[config.mk]
export PLATFORM = sky130hd
export DESIGN_NAME = seven_seg_capture
export DESIGN_NICKNAME = d
export VERILOG_FILES = /design/src/rtl/seven_seg_pkg.sv /design/src/rtl/seven_seg_capture_decode.sv /design/src/rtl/seven_seg_capture.sv
export SDC_FILE = /design/constraint.sdc
export NUM_CORES = 1
export LEC_CHECK = 0
export BUFFER_PORTS_ARGS = -buffer_cell sky130_fd_sc_hd__buf_4
export CORE_ASPECT_RATIO = 1.5
export CORE_MARGIN = 2
export CORE_UTILIZATION = 30
export CTS_BUF_LIST = sky130_fd_sc_hd__clkbuf_16
export DETAILED_ROUTE_END_ITERATION = 8
export SYNTH_ARGS = -nofsm -noshare
export SYNTH_HDL_FRONTEND = slang
export SYNTH_SLANG_ARGS = --single-unit
[constraint.sdc]
create_clock -name i_clock -period 3.3 [get_ports i_clock]
set_input_delay 0.33 -clock i_clock [delete_from_list [all_inputs] [get_ports i_clock]]
set_output_delay 0.33 -clock i_clock [all_outputs]
set_load 0.05 [all_outputs]
[src/rtl/seven_seg_pkg.sv]
// Shared constants for the seven-segment bus: digit codes, active-low segment
// patterns (g..a) and capture FSM encodings.
package seven_seg_pkg;

  localparam logic [3:0] CODE_BLANK   = 4'd10;
  localparam logic [3:0] CODE_INVALID = 4'd15;

  // Active-low patterns, bit 6 = g .. bit 0 = a; the transmit driver uses these too.
  localparam logic [6:0] SEG_0     = 7'b1000000;
  localparam logic [6:0] SEG_1     = 7'b1111001;
  localparam logic [6:0] SEG_2     = 7'b0100100;
  localparam logic [6:0] SEG_3     = 7'b0110000;
  localparam logic [6:0] SEG_4     = 7'b0011001;
  localparam logic [6:0] SEG_5     = 7'b0010010;
  localparam logic [6:0] SEG_6     = 7'b0000010;
  localparam logic [6:0] SEG_7     = 7'b1111000;
  localparam logic [6:0] SEG_8     = 7'b0000000;
  localparam logic [6:0] SEG_9     = 7'b0010000;
  localparam logic [6:0] SEG_BLANK = 7'b1111111;

  localparam logic [1:0] ST_IDLE  = 2'd0;
  localparam logic [1:0] ST_DWELL = 2'd1;
  localparam logic [1:0] ST_HELD  = 2'd2;

endpackage

[src/rtl/seven_seg_capture_decode.sv]
// Combinational map from an active-low segment pattern back to a digit code.
module seg_pattern_decode
  import seven_seg_pkg::*;
(
  input  logic [6:0] i_seg,
  output logic [3:0] o_code
);

  always_comb begin
    case (i_seg)
      SEG_0:     o_code = 4'd0;
      SEG_1:     o_code = 4'd1;
      SEG_2:     o_code = 4'd2;
      SEG_3:     o_code = 4'd3;
      SEG_4:     o_code = 4'd4;
      SEG_5:     o_code = 4'd5;
      SEG_6:     o_code = 4'd6;
      SEG_7:     o_code = 4'd7;
      SEG_8:     o_code = 4'd8;
      SEG_9:     o_code = 4'd9;
      SEG_BLANK: o_code = CODE_BLANK;
      default:   o_code = CODE_INVALID;
    endcase
  end

endmodule

[src/rtl/seven_seg_capture.sv]
// Receive-side monitor for a scanned seven-segment bus: registers the pins,
// waits for a stable tuple, decodes it and holds one code per digit.
module seven_seg_capture
  import seven_seg_pkg::*;
#(
  parameter int NUM_DIGITS     = 4,
  parameter int STABLE_CYCLES  = 2,
  parameter int TIMEOUT_CYCLES = 1024
) (
  input  logic                    i_clock,
  input  logic                    i_reset,
  input  logic [NUM_DIGITS-1:0]   i_an,
  input  logic [6:0]              i_seg,
  input  logic                    i_dp,
  output logic [4*NUM_DIGITS-1:0] o_digits,
  output logic [NUM_DIGITS-1:0]   o_dps,
  output logic                    o_frame_done,
  output logic [7:0]              o_frame_count,
  output logic                    o_scan_error,
  output logic                    o_stale
);

  localparam int CW = $clog2(STABLE_CYCLES + 1);
  localparam int TW = $clog2(TIMEOUT_CYCLES + 1);
  localparam int ZW = $clog2(NUM_DIGITS + 1);
  localparam logic [CW-1:0] STAB_MAX = CW'(STABLE_CYCLES);
  localparam logic [TW-1:0] TO_MAX   = TW'(TIMEOUT_CYCLES);

  logic [NUM_DIGITS-1:0]   r_an;
  logic [6:0]              r_seg;
  logic                    r_dp;
  logic                    r_new;
  logic [CW-1:0]           r_cnt;
  logic [1:0]              r_state;
  logic [4*NUM_DIGITS-1:0] r_digits;
  logic [NUM_DIGITS-1:0]   r_dps;
  logic [NUM_DIGITS-1:0]   r_seen;
  logic [7:0]              r_frame_cnt;
  logic                    r_frame_done;
  logic                    r_scan_err;
  logic [TW-1:0]           r_to_cnt;

  logic                    w_same;
  logic                    w_idle;
  logic [ZW-1:0]           w_nlow;
  logic                    w_fire;
  logic                    w_latch;
  logic                    w_multi;
  logic [NUM_DIGITS-1:0]   w_sel;
  logic [NUM_DIGITS-1:0]   w_seen_nxt;
  logic                    w_frame;
  logic [1:0]              w_state_nxt;
  logic [3:0]              w_code;

  seg_pattern_decode u_decode (
    .i_seg  (r_seg),
    .o_code (w_code)
  );

  assign w_same = ({i_an, i_seg, i_dp} == {r_an, r_seg, r_dp});
  assign w_idle = &r_an;
  assign w_sel  = ~r_an;

  always_comb begin
    w_nlow = '0;
    for (int i = 0; i < NUM_DIGITS; i++)
      if (!r_an[i]) w_nlow = w_nlow + ZW'(1);
  end

  // A fresh tuple may fire immediately when it only needs one sample to be stable.
  assign w_fire     = !w_idle && (r_cnt == STAB_MAX) && (r_state == ST_DWELL || r_new);
  assign w_latch    = w_fire && (w_nlow == ZW'(1));
  assign w_multi    = w_fire && (w_nlow > ZW'(1));
  assign w_seen_nxt = r_seen | w_sel;
  assign w_frame    = w_latch && (&w_seen_nxt);

  always_comb begin
    w_state_nxt = r_state;
    if (w_fire)
      w_state_nxt = ST_HELD;
    else if (r_new || r_state == ST_IDLE)
      w_state_nxt = w_idle ? ST_IDLE : ST_DWELL;
  end

  always_ff @(posedge i_clock) begin
    if (i_reset) begin
      r_an         <= '1;
      r_seg        <= '1;
      r_dp         <= 1'b1;
      r_new        <= 1'b0;
      r_cnt        <= '0;
      r_state      <= ST_IDLE;
      r_digits     <= {NUM_DIGITS{CODE_BLANK}};
      r_dps        <= '0;
      r_seen       <= '0;
      r_frame_cnt  <= '0;
      r_frame_done <= 1'b0;
      r_scan_err   <= 1'b0;
      r_to_cnt     <= '0;
    end else begin
      r_an         <= i_an;
      r_seg        <= i_seg;
      r_dp         <= i_dp;
      r_new        <= !w_same;
      r_cnt        <= !w_same ? CW'(1) : (r_cnt == STAB_MAX) ? r_cnt : r_cnt + CW'(1);
      r_state      <= w_state_nxt;
      r_frame_done <= w_frame;
      r_scan_err   <= w_multi;
      if (w_latch) begin
        for (int i = 0; i < NUM_DIGITS; i++)
          if (w_sel[i]) begin
            r_digits[4*i +: 4] <= w_code;
            r_dps[i]           <= ~r_dp;
          end
        r_seen <= w_frame ? '0 : w_seen_nxt;
        if (w_frame) r_frame_cnt <= r_frame_cnt + 8'd1;
      end
      // Latch beats saturation when both land on the same edge.
      if (w_latch)                r_to_cnt <= '0;
      else if (r_to_cnt != TO_MAX) r_to_cnt <= r_to_cnt + TW'(1);
    end
  end

  assign o_digits      = r_digits;
  assign o_dps         = r_dps;
  assign o_frame_done  = r_frame_done;
  assign o_frame_count = r_frame_cnt;
  assign o_scan_error  = r_scan_err;
  assign o_stale       = (r_to_cnt == TO_MAX);

endmodule

## Word level (Yosys, flattened, before mapping)

Index checks and enable logic that the tools add are counted.

| word-level totals | value |
|---|---|
| bits in read-only memories | 0 |
| memories | 0 |
| word-level logic and storage cells | 82 |
| RAM bits | 0 |
| input port bits | 14 |
| bits in latches | 0 |
| flip-flop bits (word level) | 62 |

| operators by class | value |
|---|---|
| add/sub/neg operators | 6 |
| reduce and logical (&&, ||, !) cells | 22 |
| multiply operators | 0 |
| magnitude comparators | 1 |
| divide/modulo/power cells | 0 |
| bitwise gates (word level) | 4 |
| shift-type cells | 0 |
| eq/ne operators | 17 |
| multiplexer cells | 11 |

Operators with widths:

| kind | count |
|---|---|
| one-hot mux 4 bit (11 select lines) | 1 |
| equality test 7 bit, second input constant | 4 |
| equality test 7 x 5 -> 1 bit, second input constant | 3 |
| equality test 7 x 6 -> 1 bit, second input constant | 2 |
| equality test 12 bit | 1 |
| adder 11 x 1 -> 11 bit, second input constant | 1 |
| equality test 11 bit, second input constant | 1 |
| != test 11 bit, second input constant | 1 |
| AND reduction 2 bit | 5 |
| adder 3 x 1 -> 3 bit, second input constant | 3 |
| two-way mux 3 bit | 3 |
| adder 8 x 1 -> 8 bit, second input constant | 1 |
| AND reduction 4 bit | 2 |
| equality test 7 x 2 -> 1 bit, second input constant | 1 |
| zero test 7 bit | 1 |
| OR reduction 2 bit | 3 |
| logical AND 1 bit | 5 |
| two-way mux 1 bit | 4 |
| two-way mux 2 bit | 2 |
| two-way mux 4 bit | 1 |
| NOT 4 bit | 1 |
| OR 4 bit | 1 |
| equality test 3 x 1 -> 1 bit, second input constant | 1 |
| > comparator 3 x 1 -> 1 bit, second input constant | 1 |
| 9 further kinds | 12 |

## Depth between registers and ports, before layout

| logic depth | value |
|---|---|
| depth in word-level cells | 11 |
| depth in mapped cells | 11 |
| depth with buffers taken out | 10 |

## Hierarchy

A second synthesis with hierarchy kept.

| second synthesis, totals | value |
|---|---|
| cell total of the unflattened synthesis | 313 |
| area total of the unflattened synthesis | 2,882.8 um^2 |

By module, submodules not included:

| module | area an instance (um^2) | cells an instance | seq. area each (um^2) | times used |
|---|---|---|---|---|
| seven_seg_capture | 2,717.6 | 287 | 1,241.2 | 1 |
| seg_pattern_decode | 165.2 | 26 | 0.0 | 1 |

## Worst setup path before layout

Ideal clock, no wire load.

| timing path | value |
|---|---|
| path type | register to register |
| from | reg r_an[0] |
| to | reg r_seen[2] |
| cell stages (with the launch flop) | 12 |
| slack | 0.604 ns |
| period minus slack after synthesis | 2.696 ns |
| buffers on the path | 1 |
| data arrival time | 2.565 ns |
| cell sequence | dfxtp_1 inv_1 ha_1 or2b_2 and2_1 ha_1 and2b_2 a31oi_1 nand4_2 clkbuf_8 and2_1 a21boi_0 |

| between the ends | value |
|---|---|
| word-level cells in the longest chain between the ends | 11 |
| elaborated cells on any way between the ends | 18 |
| those cells by class | 3 x add/sub; 1 x eq/ne; 5 x mux; 2 x bitwise; 7 x reduce/logical |

RTL lines:

| element | RTL line | source |
|---|---|---|
| start, declared | seven_seg_capture.sv:29 | `logic [NUM_DIGITS-1:0] r_an;` |
| start signal, assigned | seven_seg_capture.sv:101 | `r_an <= i_an;` |
| two-way mux 1 bit | seven_seg_capture.sv:67 | `if (!r_an[i]) w_nlow = w_nlow + ZW'(1);` |
| adder 3 x 1 -> 3 bit | seven_seg_capture.sv:67 |  |
| two-way mux 3 bit | seven_seg_capture.sv:67 |  |
| adder 3 x 1 -> 3 bit | seven_seg_capture.sv:67 |  |
| two-way mux 3 bit | seven_seg_capture.sv:67 |  |
| adder 3 x 1 -> 3 bit | seven_seg_capture.sv:67 |  |
| two-way mux 3 bit | seven_seg_capture.sv:67 |  |
| equality test 3 x 1 -> 1 bit | seven_seg_capture.sv:72 | `assign w_latch = w_fire && (w_nlow == ZW'(1));` |
| logical AND 1 bit | seven_seg_capture.sv:72 |  |
| logical AND 1 bit | seven_seg_capture.sv:75 | `assign w_frame = w_latch && (&w_seen_nxt);` |
| two-way mux 4 bit | seven_seg_capture.sv:115 | `r_seen <= w_frame ? '0 : w_seen_nxt;` |
| end signal, assigned | seven_seg_capture.sv:115 |  |
| end, declared | seven_seg_capture.sv:37 | `logic [NUM_DIGITS-1:0] r_seen;` |

Parallel ways exist; a longest one is shown, timed or not.
A chain may end at the register's enable or synchronous reset.

## Worst setup path in the final report

| timing path | value |
|---|---|
| from | reg r_an[0] |
| to | reg r_frame_cnt[4], in the netlist o_frame_count[4] |

| between the ends | value |
|---|---|
| word-level cells in the longest chain between the ends | 11 |
| elaborated cells on any way between the ends | 18 |
| those cells by class | 3 x add/sub; 1 x eq/ne; 4 x mux; 2 x bitwise; 8 x reduce/logical |

RTL lines:

| element | RTL line | source |
|---|---|---|
| two-way mux 1 bit | seven_seg_capture.sv:67 |  |
| adder 3 x 1 -> 3 bit | seven_seg_capture.sv:67 |  |
| two-way mux 3 bit | seven_seg_capture.sv:67 |  |
| adder 3 x 1 -> 3 bit | seven_seg_capture.sv:67 |  |
| two-way mux 3 bit | seven_seg_capture.sv:67 |  |
| adder 3 x 1 -> 3 bit | seven_seg_capture.sv:67 |  |
| two-way mux 3 bit | seven_seg_capture.sv:67 |  |
| equality test 3 x 1 -> 1 bit | seven_seg_capture.sv:72 |  |
| logical AND 1 bit | seven_seg_capture.sv:72 |  |
| logical AND 1 bit | seven_seg_capture.sv:75 |  |
| AND reduction 2 bit (no source line) (*) | n/a |  |
| end signal, assigned | seven_seg_capture.sv:116 | `if (w_frame) r_frame_cnt <= r_frame_cnt + 8'd1;` |
| end, declared | seven_seg_capture.sv:38 | `logic [7:0] r_frame_cnt;` |

Every way passes the cells marked *; elsewhere a longest branch is shown, timed or not.

==> qor.yml <==
die:
  core_um2: 9630
  die_height_um: 125
  num_rows: 44
  die_area_um2: 10600
  start_util: 0.305
  top_level_ports: 45
  fp.dieW_um: 84.9
sta:
  rsz0062_at_grt: "false"
  setup_violations: 0
  fmax_mhz: 335
  tightest_slew_ns: 0.574
  final.setup_skew_ns: 0.00364
  min_period_ns: 2.98
  fin_tns_setup_ns: 0
  slew_violations: 0
  max_slew_margin: 0.614
  fin_crit_sh: 0.904
  hold_violations: 0
synth:
  syn_nets: 349
  synth_edf_count: 0
  ys_warn_count: 0
  synthTopCellsByCount: "dfxtp_1 (62), nor2_1 (25), a21oi_1 (23)"
  ys_seq_area_frac: 0.422
  synth_ff_type: "dfxtp_1"
  synth_most_common_cell: "dfxtp_1"
  ys_ff_latch: 62
  synth_area_leader_cell: "dfxtp_1"
  synth_top_area_share: 0.422
  syn_avg_cell_area_um2: 9.00
  synth.distinct_cells: 51
  synthArstFlopShare: 0
  ys_top_cells_by_area: "dfxtp_1 (42%), xnor2_1 (6.0%), a21oi_1 (3.9%)"
  syn_area_um2: 2940
  syn_inst: 327
grt:
  antenna_found_initial: 0
  grt_pass1_wl_mm: 10.8
  grt_max_degree: 48
  grt-busiest-layer: "met2"
  grtUsageMet3: 0.0416
  grt_usage: 0.127
  grt_pass1_vias: 2277
  grt_util_met1: 0.139
  met2_usage: 0.225
  overflow: 0
placed_design:
  gp_congestion: 0.895
  port_buffers: 44
  dp_hpwl_mm: 4.86
route:
  ant_nets: 0
  drtIter0Drc: 118
  drt-total-wl_mm: 6.66
  dr.pass1.iters: 5
  num_vias: 2457
  wl_per_cell_um: 13.6
  drc: 0
  viasPerCell: 5.01
clocking:
  clock_latency_ns: 0.33
  cts_buffer_depth: 2
  cts_htree_levels: 3
  cts_root_buffer: "clkbuf_16"
  numCtsBuffers: 9
  cts_setup_buffers: 0
  clk_pin_slew_ns: 0.05
  cts_resized: 0
  ctsHoldBuffers: 0
  cts_tree: "done"
  clock_sinks: 62
outcome:
  status: "finished clean"
final_layout:
  n_antenna_cell: 0
  synthToLayoutAreaGrowth_pct: 23.7
  finalCoreUtilization: 0.378
  nNetsFinal: 392
  drive_gt1_frac: 0.251
min_path:
  hold_class: "input port to flip-flop"
  hold_path_depth: 2
worst_setup_path:
  crit_type: "flip-flop to flip-flop"
  cp-end-kind: "flip-flop"
  required_ns: 3.56
  max_stage_delay_ns: 0.51
  critPathLaunchType: "flip-flop"
  r2r_cells: 9
  cp_slowest_cell: "or4_1"
  path_max_fanout: 16
  crit_path_cell_trace: "inv_1 -> ha_1 -> xnor2_1 -> ha_1 -> and2b_2 -> a31oi_1 -> nand4_2 -> or4_1 -> a21oi_1"
  critPathArrivalTime_ns: 3.25
  cpMostUsedCell: "ha_1"
job:
  maxCapViolations: 0
power_and_ir_drop:
  p_per_area_nw_per_um2: 499
  ir_worst_vdd_mv: 0.281
  p_leak_nw: 1.48
-- cell type report --
cell class                 count  area (µm²)
clock inverter                 7        66.3
sequential                    62        1240
fill                         957        5990
inverter                      12        45.0
multi-input combinational    235        1540
clock buffer                   9         225
tap                          115         144
timing repair buffer          50         375
-- report_power, final --
part           internal (W)  switching (W)  leakage (nW)  total [W]
clock              0.000578       0.000335         0.140   0.000913
sequential         0.000763      0.0000220         0.505   0.000785
combinational     0.0000607      0.0000598         0.830   0.000121
total               0.00140       0.000417          1.48    0.00182
-- stage by stage --
| step | cell area, µm² | cells | power, W | worst slack, ns | hold WS (ns) |
|---|---|---|---|---|---|
| final | 3640 | 490 | 0.00182 | 0.316 | 0.201 |
| after global routing | 3640 | 490 | 0.00188 | 0.0600 | 0.202 |
| after CTS | 3640 | 490 | 0.00184 | 0.322 | 0.196 |
| after detailed placement | 3350 | 474 | 0.000921 | 0.341 | 0.449 |
| after global placement | 3350 | 474 | 0.000918 | 0.471 | 0.443 |
| after floorplan | 2940 | 327 | 0.000886 | 0.604 | 0.433 |
-- cell usage in the layout, fill, tap and decap left out, types with 3 or more instances in the layout --
cell       count
and3_1         3
nor4_1         6
buf_4         50
and2b_2        6
nand3_1       13
a211oi_1       4
inv_1         13
o21a_1         9
nand4_1       10
nand2_1       13
o21ai_0       17
xor2_1         9
nor3_1        10
clkbuf_16      9
dfxtp_1       62
a31oi_1        3
a31o_2         3
and2_1         3
ha_1           8
or3_1          7
a21oi_1       23
or2_2         13
nor2_1        25
nand2b_1       3
xnor2_1       20
-- layer usage --
metal,share of wire,vias up
li1,-,1232
met1,0.41,1151
met2,0.52,63
met3,0.055,11
met4,0.021,0
met5,0,-
-- state kept, by name (all words and copies together) (netlist names) --
name,flops
r_seen,4
o_digits,16
r_new,1
o_frame_done,1
o_dps,4
o_scan_error,1
r_dp,1
r_an,4
r_cnt,2
r_state,2
r_seg,7
o_frame_count,8
r_to_cnt,11
-- path summary, 6_finish.rpt --
| kind | endpoint | slack [ns] | from |
|---|---|---|---|
| hold reg to reg | o_digits[10] | 0.46 | o_digits[10] |
| setup reg to reg | o_frame_count[4] | 0.32 | r_an[0] |
| setup / recovery | o_frame_count[4] | 0.32 | r_an[0] |
| hold / removal | r_dp | 0.20 | i_dp |
-- logic make-up after synthesis --
logic type,after synthesis,share of synthesized area
AO/OA/AOI/OAI,69,0.145
XOR/XNOR,30,0.0940
adder cells (fa/ha/maj),8,0.0340
buffers and inverters,30,0.0536
flip-flops,62,0.422
multiplexers,2,0.00723
AND/OR/NAND/NOR,126,0.245
-- worst max-delay path, delay by kind of cell (launching register included) --
kind / cells / cell delay [ns]
xor+xnor: 1 / 0.29
fa+ha+maj: 2 / 0.66
flops: 1 / 0.43
compound gates: 2 / 0.38
simple gates: 3 / 1.08
buf+inv: 1 / 0.07
No activity file was read; power rests on OpenSTA's default activity.
